## config.mk

```make
export PLATFORM = sky130hd
export DESIGN_NAME = white_balance_ctrl
export DESIGN_NICKNAME = d
export VERILOG_FILES = /design/src/rtl/wb_ctrl_pkg.sv /design/src/rtl/wb_max_tracker.sv /design/src/rtl/white_balance_ctrl.sv
export SDC_FILE = /design/constraint.sdc
export NUM_CORES = 1
export LEC_CHECK = 0
export CAP_MARGIN = 20
export CORE_ASPECT_RATIO = 0.6
export CORE_MARGIN = 4
export CORE_UTILIZATION = 50
export CTS_CLUSTER_SIZE = 8
export DETAILED_ROUTE_END_ITERATION = 12
export PLACE_DENSITY = 0.85
export SLEW_MARGIN = 5
export SYNTH_ARGS = -nofsm -noshare
export SYNTH_HDL_FRONTEND = slang
export SYNTH_SLANG_ARGS = --single-unit
```

## constraint.sdc

```tcl
create_clock -name clk -period 11.7 [get_ports clk]
set_clock_uncertainty 0.2 [all_clocks]
set_input_delay 2.925 -clock clk [delete_from_list [all_inputs] [get_ports clk]]
set_output_delay 2.925 -clock clk [all_outputs]
set_load 0.005 [all_outputs]
```

## src/rtl/wb_ctrl_pkg.sv

```systemverilog
// Shared types and helpers for the white-balance frame sequencer.
package wb_ctrl_pkg;
  typedef enum logic [2:0] {
    WB_IDLE, WB_SCAN, WB_APPLY_RD, WB_APPLY_WR, WB_DONE
  } wb_state_t;

  typedef struct packed {
    logic [7:0] a;
    logic [7:0] r;
    logic [7:0] g;
    logic [7:0] b;
  } pixel_t;

  localparam logic [7:0] WB_ZERO_SUB = 8'hFF;

  function automatic logic [7:0] max8(input logic [7:0] x, input logic [7:0] y);
    return (x > y) ? x : y;
  endfunction

  // An all-zero channel would divide by zero downstream, so it reads as full scale.
  function automatic logic [7:0] zsub(input logic [7:0] x);
    return (x == 8'd0) ? WB_ZERO_SUB : x;
  endfunction
endpackage

```

## src/rtl/wb_max_tracker.sv

```systemverilog
// Per-channel running maximum over the R/G/B bytes of a pixel stream.
module wb_max_tracker import wb_ctrl_pkg::*; (
  input  logic   clk,
  input  logic   rst,
  input  logic   clear,
  input  logic   en,
  input  pixel_t pixel,
  output pixel_t maxv
);
  logic unused_alpha;
  assign unused_alpha = ^pixel.a;

  always_ff @(posedge clk) begin
    if (rst || clear) begin
      maxv <= '0;
    end else if (en) begin
      maxv.r <= max8(maxv.r, pixel.r);
      maxv.g <= max8(maxv.g, pixel.g);
      maxv.b <= max8(maxv.b, pixel.b);
    end
  end
endmodule

```

## src/rtl/white_balance_ctrl.sv

```systemverilog
// Two-pass frame sequencer: scan for the white reference, then read/apply/write each pixel.
module white_balance_ctrl import wb_ctrl_pkg::*; #(
  parameter int ADDR_W = 16,
  parameter int CNT_W  = 16
) (
  input  logic              clk,
  input  logic              rst,
  input  logic              start,
  input  logic [ADDR_W-1:0] src_base,
  input  logic [ADDR_W-1:0] dst_base,
  input  logic [CNT_W-1:0]  pixel_count,
  output logic              busy,
  output logic              done,
  output logic [31:0]       white,
  output logic              mem_req,
  output logic              mem_we,
  output logic [ADDR_W-1:0] mem_addr,
  output logic [31:0]       mem_wdata,
  input  logic [31:0]       mem_rdata,
  input  logic              mem_ack,
  output logic [31:0]       dp_pixel,
  output logic [31:0]       dp_white,
  input  logic [31:0]       dp_result
);
  wb_state_t         state;
  logic [CNT_W-1:0]  idx, cnt_q;
  logic [ADDR_W-1:0] src_q, dst_q;
  logic [31:0]       pix_reg;
  pixel_t            mx, rpx;
  logic              last, scan_ack, start_ok;

  assign rpx      = pixel_t'(mem_rdata);
  assign last     = (idx == cnt_q - CNT_W'(1));
  assign scan_ack = (state == WB_SCAN) && mem_ack;
  assign start_ok = (state == WB_IDLE) && start;

  wb_max_tracker u_max (
    .clk   (clk),
    .rst   (rst),
    .clear (start_ok),
    .en    (scan_ack),
    .pixel (rpx),
    .maxv  (mx)
  );

  always_ff @(posedge clk) begin
    if (rst) begin
      state   <= WB_IDLE;
      idx     <= '0;
      cnt_q   <= '0;
      src_q   <= '0;
      dst_q   <= '0;
      pix_reg <= '0;
      white   <= '0;
    end else begin
      case (state)
        WB_IDLE: if (start) begin
          src_q <= src_base;
          dst_q <= dst_base;
          cnt_q <= pixel_count;
          idx   <= '0;
          state <= (pixel_count == '0) ? WB_DONE : WB_SCAN;
        end
        WB_SCAN: if (mem_ack) begin
          if (last) begin
            // Fold in the final pixel here; the tracker only sees it next cycle.
            white <= {8'h00, zsub(max8(mx.r, rpx.r)), zsub(max8(mx.g, rpx.g)),
                      zsub(max8(mx.b, rpx.b))};
            idx   <= '0;
            state <= WB_APPLY_RD;
          end else begin
            idx <= idx + CNT_W'(1);
          end
        end
        WB_APPLY_RD: if (mem_ack) begin
          pix_reg <= mem_rdata;
          state   <= WB_APPLY_WR;
        end
        WB_APPLY_WR: if (mem_ack) begin
          if (last) begin
            state <= WB_DONE;
          end else begin
            idx   <= idx + CNT_W'(1);
            state <= WB_APPLY_RD;
          end
        end
        WB_DONE: state <= WB_IDLE;
        default: state <= WB_IDLE;
      endcase
    end
  end

  // Bus outputs derive only from registered state, so they hold steady across waits.
  always_comb begin
    mem_req   = 1'b0;
    mem_we    = 1'b0;
    mem_addr  = '0;
    mem_wdata = '0;
    case (state)
      WB_SCAN, WB_APPLY_RD: begin
        mem_req  = 1'b1;
        mem_addr = src_q + ADDR_W'(idx);
      end
      WB_APPLY_WR: begin
        mem_req   = 1'b1;
        mem_we    = 1'b1;
        mem_addr  = dst_q + ADDR_W'(idx);
        mem_wdata = dp_result;
      end
      default: ;
    endcase
  end

  assign busy     = (state == WB_SCAN) || (state == WB_APPLY_RD) || (state == WB_APPLY_WR);
  assign done     = (state == WB_DONE);
  assign dp_pixel = pix_reg;
  assign dp_white = white;
endmodule

```

==> qor_table.md <==
| Metric | This run |
|:---|:---|
| Run status | completed |
| 1st-iter DRT viols | 701 |
| IO buf count | 247 |
| Clock transition at path regs | 0.06 ns |
| Avg Cell Area, Syn | 7.791 um^2 |
| Kind of critical path | reg -> out |
| Element type at the critical path end | primary output |
| Worst slew pin tran | 1.154 ns |
| Worst r2r dst | dp_white[5] |
| Average wire per standard cell | 18.32 um |
| Power density cells | 131.3 nW/um^2 |
| HP Class | reg -> reg |
| Worst r2r path cells | 8 |
| Wire length of the first global-routing pass | 42.10 mm |
| Dominant synthesized flop cell | sky130_fd_sc_hd__dfxtp_1 |
| GPL Wtd Cong | 0.9503 |
| Number of max-cap violations | 0 |
| Clock sink count | 147 |
| Setup slack of the most critical reg-to-reg path | 7.38 ns |
| Buffer count from post-CTS setup fixing | 0 |
| Part of the total power dissipated in combinational logic | 26.6% |
| Most area-hungry cell type in the Yosys netlist | sky130_fd_sc_hd__dfxtp_1 |
| Net Sw Power | 0.0005111 W |
| Launching element type of the critical path | register |
| Required time reported for the critical path endpoint | 8.58 ns |
| Multi-input gate area | 4912 um^2 |
| Layout Cell Area excl Fill | 11400 um^2 |
| Number of antenna violations at the first check in global routing | 0 |
| Post-synth design cell area | 8547 um^2 |
| HPWL after detailed placement | 21.39 mm |
| Relative max-transition margin | 23.04% |
| Total global routing overflow | 0 |
| Total length of routed met2 wires | 11.44 mm |
| Distinct cell type count of the synthesized netlist | 69 |
| Worst hold path cell count | 2 |
| Number of nets still failing antenna checks after routing | 0 |
| Fraction of synthesis flops using an asynchronous set or reset pin | 0% |
| Number of hold violations in the final report | 0 |
| Max frequency | 121.0 MHz |
| WL met1 | 12.65 mm |
| Clock Latency Late Sink | 0.42 ns |
| Hold slack | 0.2559 ns |
| Register cell area after layout | 2943 um^2 |
| Standard cell core area | 16490 um^2 |
| Ratio of routed vias to standard cells | 5.698 |
| Total number of placement rows | 36 |
| Crit share post-route | 70.61% |
| Layout Area Growth over Synthesis | 33.41% |
| Highest routed layer | met4 |
| Top post-synthesis cells by count | sky130_fd_sc_hd__nand2_1 (182), sky130_fd_sc_hd__dfxtp_1 (147), sky130_fd_sc_hd__a21oi_1 (140) |
| Worst vdd rail ir drop | 0.08405 mV |
| Fraction of the yosys area taken by sequential cells | 34.43% |
| Final total negative setup slack | 0 ns |
| Clock tree from TritonCTS | built |
| Sequential power share | 38.0% |
| Clk pwr share | 35.5% |
| Post-route minimum period | 8.261 ns |
| Fraction of post-synthesis cell area in the top cell type by area | 34.43% |
| Clock tree root driver cell | sky130_fd_sc_hd__clkbuf_16 |
| Flop and latch count out of synthesis | 147 |
| Number of enable flip-flop cells after synthesis | 0 |
| Cell with the most instances after synthesis | sky130_fd_sc_hd__nand2_1 |
| Metal3 WL | 3.364 mm |
| Number of pins exceeding their max-slew limit in the final report | 0 |
| Cell count after synthesis | 1097 |
| Number of H-tree branching levels | 4 |
| Vias in the first global route | 7763 |
| Critical Path AT | 5.14 ns |
| Remaining DRCs | 0 |
| Number of CTS-inserted buffers | 17 |
| Fill cell count | 1385 |
| Critical R2R Launch | cnt_q[2] |
| Count of inserted antenna diode cells | 0 |
| Aggregate global-route resource usage | 27.55% |
| Vias after detailed routing | 8650 |
| Number of warning messages in the yosys log | 0 |
| Worst hold endpoint | dp_pixel[3] |
| Area enclosed by the die boundary | 19320 um^2 |
| Clock Tree Buf Depth | 2 |
| Top area cells in the synthesized netlist | sky130_fd_sc_hd__dfxtp_1 (34%), sky130_fd_sc_hd__a21oi_1 (8.2%), sky130_fd_sc_hd__nand2_1 (8.0%), sky130_fd_sc_hd__ha_1 (6.0%), sky130_fd_sc_hd__buf_4 (3.7%) |
| Fraction of power spent switching nets | 34.14% |
| Effective utilization at floorplan | 51.84% |
| Fraction of layout cells with a size suffix above 1 | 5.814% |
| Startpoint of the most critical hold path | dp_pixel[3] |
| Leakage power total | 4.505 nW |
| Die outline width | 176.8 um |
| I/O pin total | 264 |
| Pin count of the biggest net entering global routing | 56 |
| Post-detailed-placement cell area | 10840 um^2 |
| Final standard cell utilization of the core | 69.16% |
| Total routed wirelength | 27.82 mm |
| Final setup viols | 0 |
| Highest fanout seen on the critical path | 34 |
| First-pass iteration count of the detailed router | 5 |
| Total of hold buffers inserted after clock tree synthesis | 0 |
| Post-cts gate resize count | 0 |
| Vertical die dimension | 109.3 um |
| Unrepaired setup endpoints after global routing | no |
| Count of nets after finishing | 1435 |
| Internal Dissipation | 0.0009862 W |
metrics by stage:
step | setup slack, ns | instances | power [W]
5_1_grt | 3.060 | 1518 | 0.001562
2_1_floorplan | 4.886 | 1112 | 0.0008214
6_report | 3.439 | 1518 | 0.001497
4_1_cts | 3.525 | 1518 | 0.001493
3_3_place_gp | 4.132 | 1486 | 0.0009549
3_5_place_dp | 4.017 | 1486 | 0.0009658
cell usage in the layout (no fill, tap or decap), drive strengths merged, types with 4 or more instances in the layout:
| cell type | synthesis | routed |
|---|---|---|
| and3 | 38 | 38 |
| xnor2 | 22 | 22 |
| ha | 41 | 41 |
| o21a | 6 | 6 |
| conb | 1 | 16 |
| clkdlybuf4s50 | 0 | 246 |
| mux2i | 29 | 29 |
| nand3 | 16 | 16 |
| or3 | 8 | 8 |
| and2 | 7 | 7 |
| nand2b | 9 | 9 |
| a31oi | 4 | 4 |
| buf | 55 | 10 |
| clkbuf | 55 | 18 |
| nand4 | 17 | 17 |
| nor4 | 22 | 22 |
| o21ai | 39 | 39 |
| xor2 | 12 | 12 |
| a21o | 6 | 6 |
| o22ai | 5 | 5 |
| o211ai | 6 | 6 |
| nor2b | 10 | 10 |
| mux2 | 17 | 17 |
| a211oi | 18 | 18 |
| inv | 43 | 55 |
| nor3 | 18 | 18 |
| a21oi | 140 | 140 |
| nor2 | 73 | 73 |
| dfxtp | 147 | 147 |
| nand2 | 183 | 183 |
| or4 | 6 | 6 |
| o31a | 4 | 4 |
area by class of cell:
cell class | instances | share of cell area, %
Sequential cell | 147 | 25.81
Clock inverter | 14 | 1.163
Tap cell | 228 | 2.502
Multi-Input combinational cell | 811 | 43.08
Timing Repair Buffer | 256 | 22.23
Clock buffer | 18 | 3.764
Inverter | 44 | 1.448
cells by family (layout without fill, tap and decap cells):
family                   after synthesis  count (layout)  share of synthesized area (%)
AND/OR/NAND/NOR                      421             421                          23.80
AO/OA/AOI/OAI                        252             252                          17.48
buffers and inverters                154             332                          8.886
flip-flops                           147             147                          34.43
multiplexers                          46              46                          5.636
adder cells (fa/ha/maj)               42              42                          6.236
XOR/XNOR                              34              34                          3.484
other                                  1              16                        0.04388
power by group through the flow:
stage,Clock (W),Combinational (W),Sequential [W]
final,0.000531,0.000398,0.000568
after global routing,0.000556,0.000434,0.000571
after CTS,0.000536,0.000391,0.000567
after detailed placement,0,0.000388,0.000578
after global placement,0,0.000379,0.000576
after floorplan,0,0.000259,0.000562
metal layers:
| layer | vias to the layer above | track usage (%) |
|---|---|---|
| met4 | 0 | 5.188 |
| met3 | 37 | 8.905 |
| li1 | 4140 | - |
| met1 | 4014 | 40.08 |
| met5 | - | 0 |
| met2 | 459 | 40.13 |
flip-flops by register name, summed over array words and instances, names as in the netlist:
name / cells
dp_white: 24
src_q: 16
u_max.maxv: 24
idx: 16
state: 3
cnt_q: 16
dst_q: 16
dp_pixel: 32
worst max-delay path: stages, from the launching register on:
cell                              delay [ns]
sky130_fd_sc_hd__dfxtp_1                0.50
sky130_fd_sc_hd__inv_1                  0.14
sky130_fd_sc_hd__nor2_1                 0.11
sky130_fd_sc_hd__buf_4                  0.28
sky130_fd_sc_hd__and2_1                 0.70
sky130_fd_sc_hd__mux2_2                 0.43
sky130_fd_sc_hd__ha_1                   0.34
sky130_fd_sc_hd__nor2b_1                0.18
sky130_fd_sc_hd__o31a_1                 0.28
sky130_fd_sc_hd__o211ai_1               0.29
sky130_fd_sc_hd__a21oi_1                0.18
sky130_fd_sc_hd__o31ai_1                0.38
sky130_fd_sc_hd__o21ai_0                0.18
sky130_fd_sc_hd__xnor2_1                0.14
sky130_fd_sc_hd__nor2_1                 0.08
sky130_fd_sc_hd__clkdlybuf4s50_1        0.51
worst max-delay path by stage:
stage,cells past startpoint,start,to
2_1_floorplan,16,state[0],mem_addr[15]
3_3_place_gp,15,state[0],mem_addr[15]
3_5_place_dp,15,state[0],mem_addr[15]
4_1_cts,15,state[0],mem_addr[14]
5_1_grt,17,state[0],mem_addr[14]
6_report,15,state[0],mem_addr[14]
(Power assumes the default switching activity.)
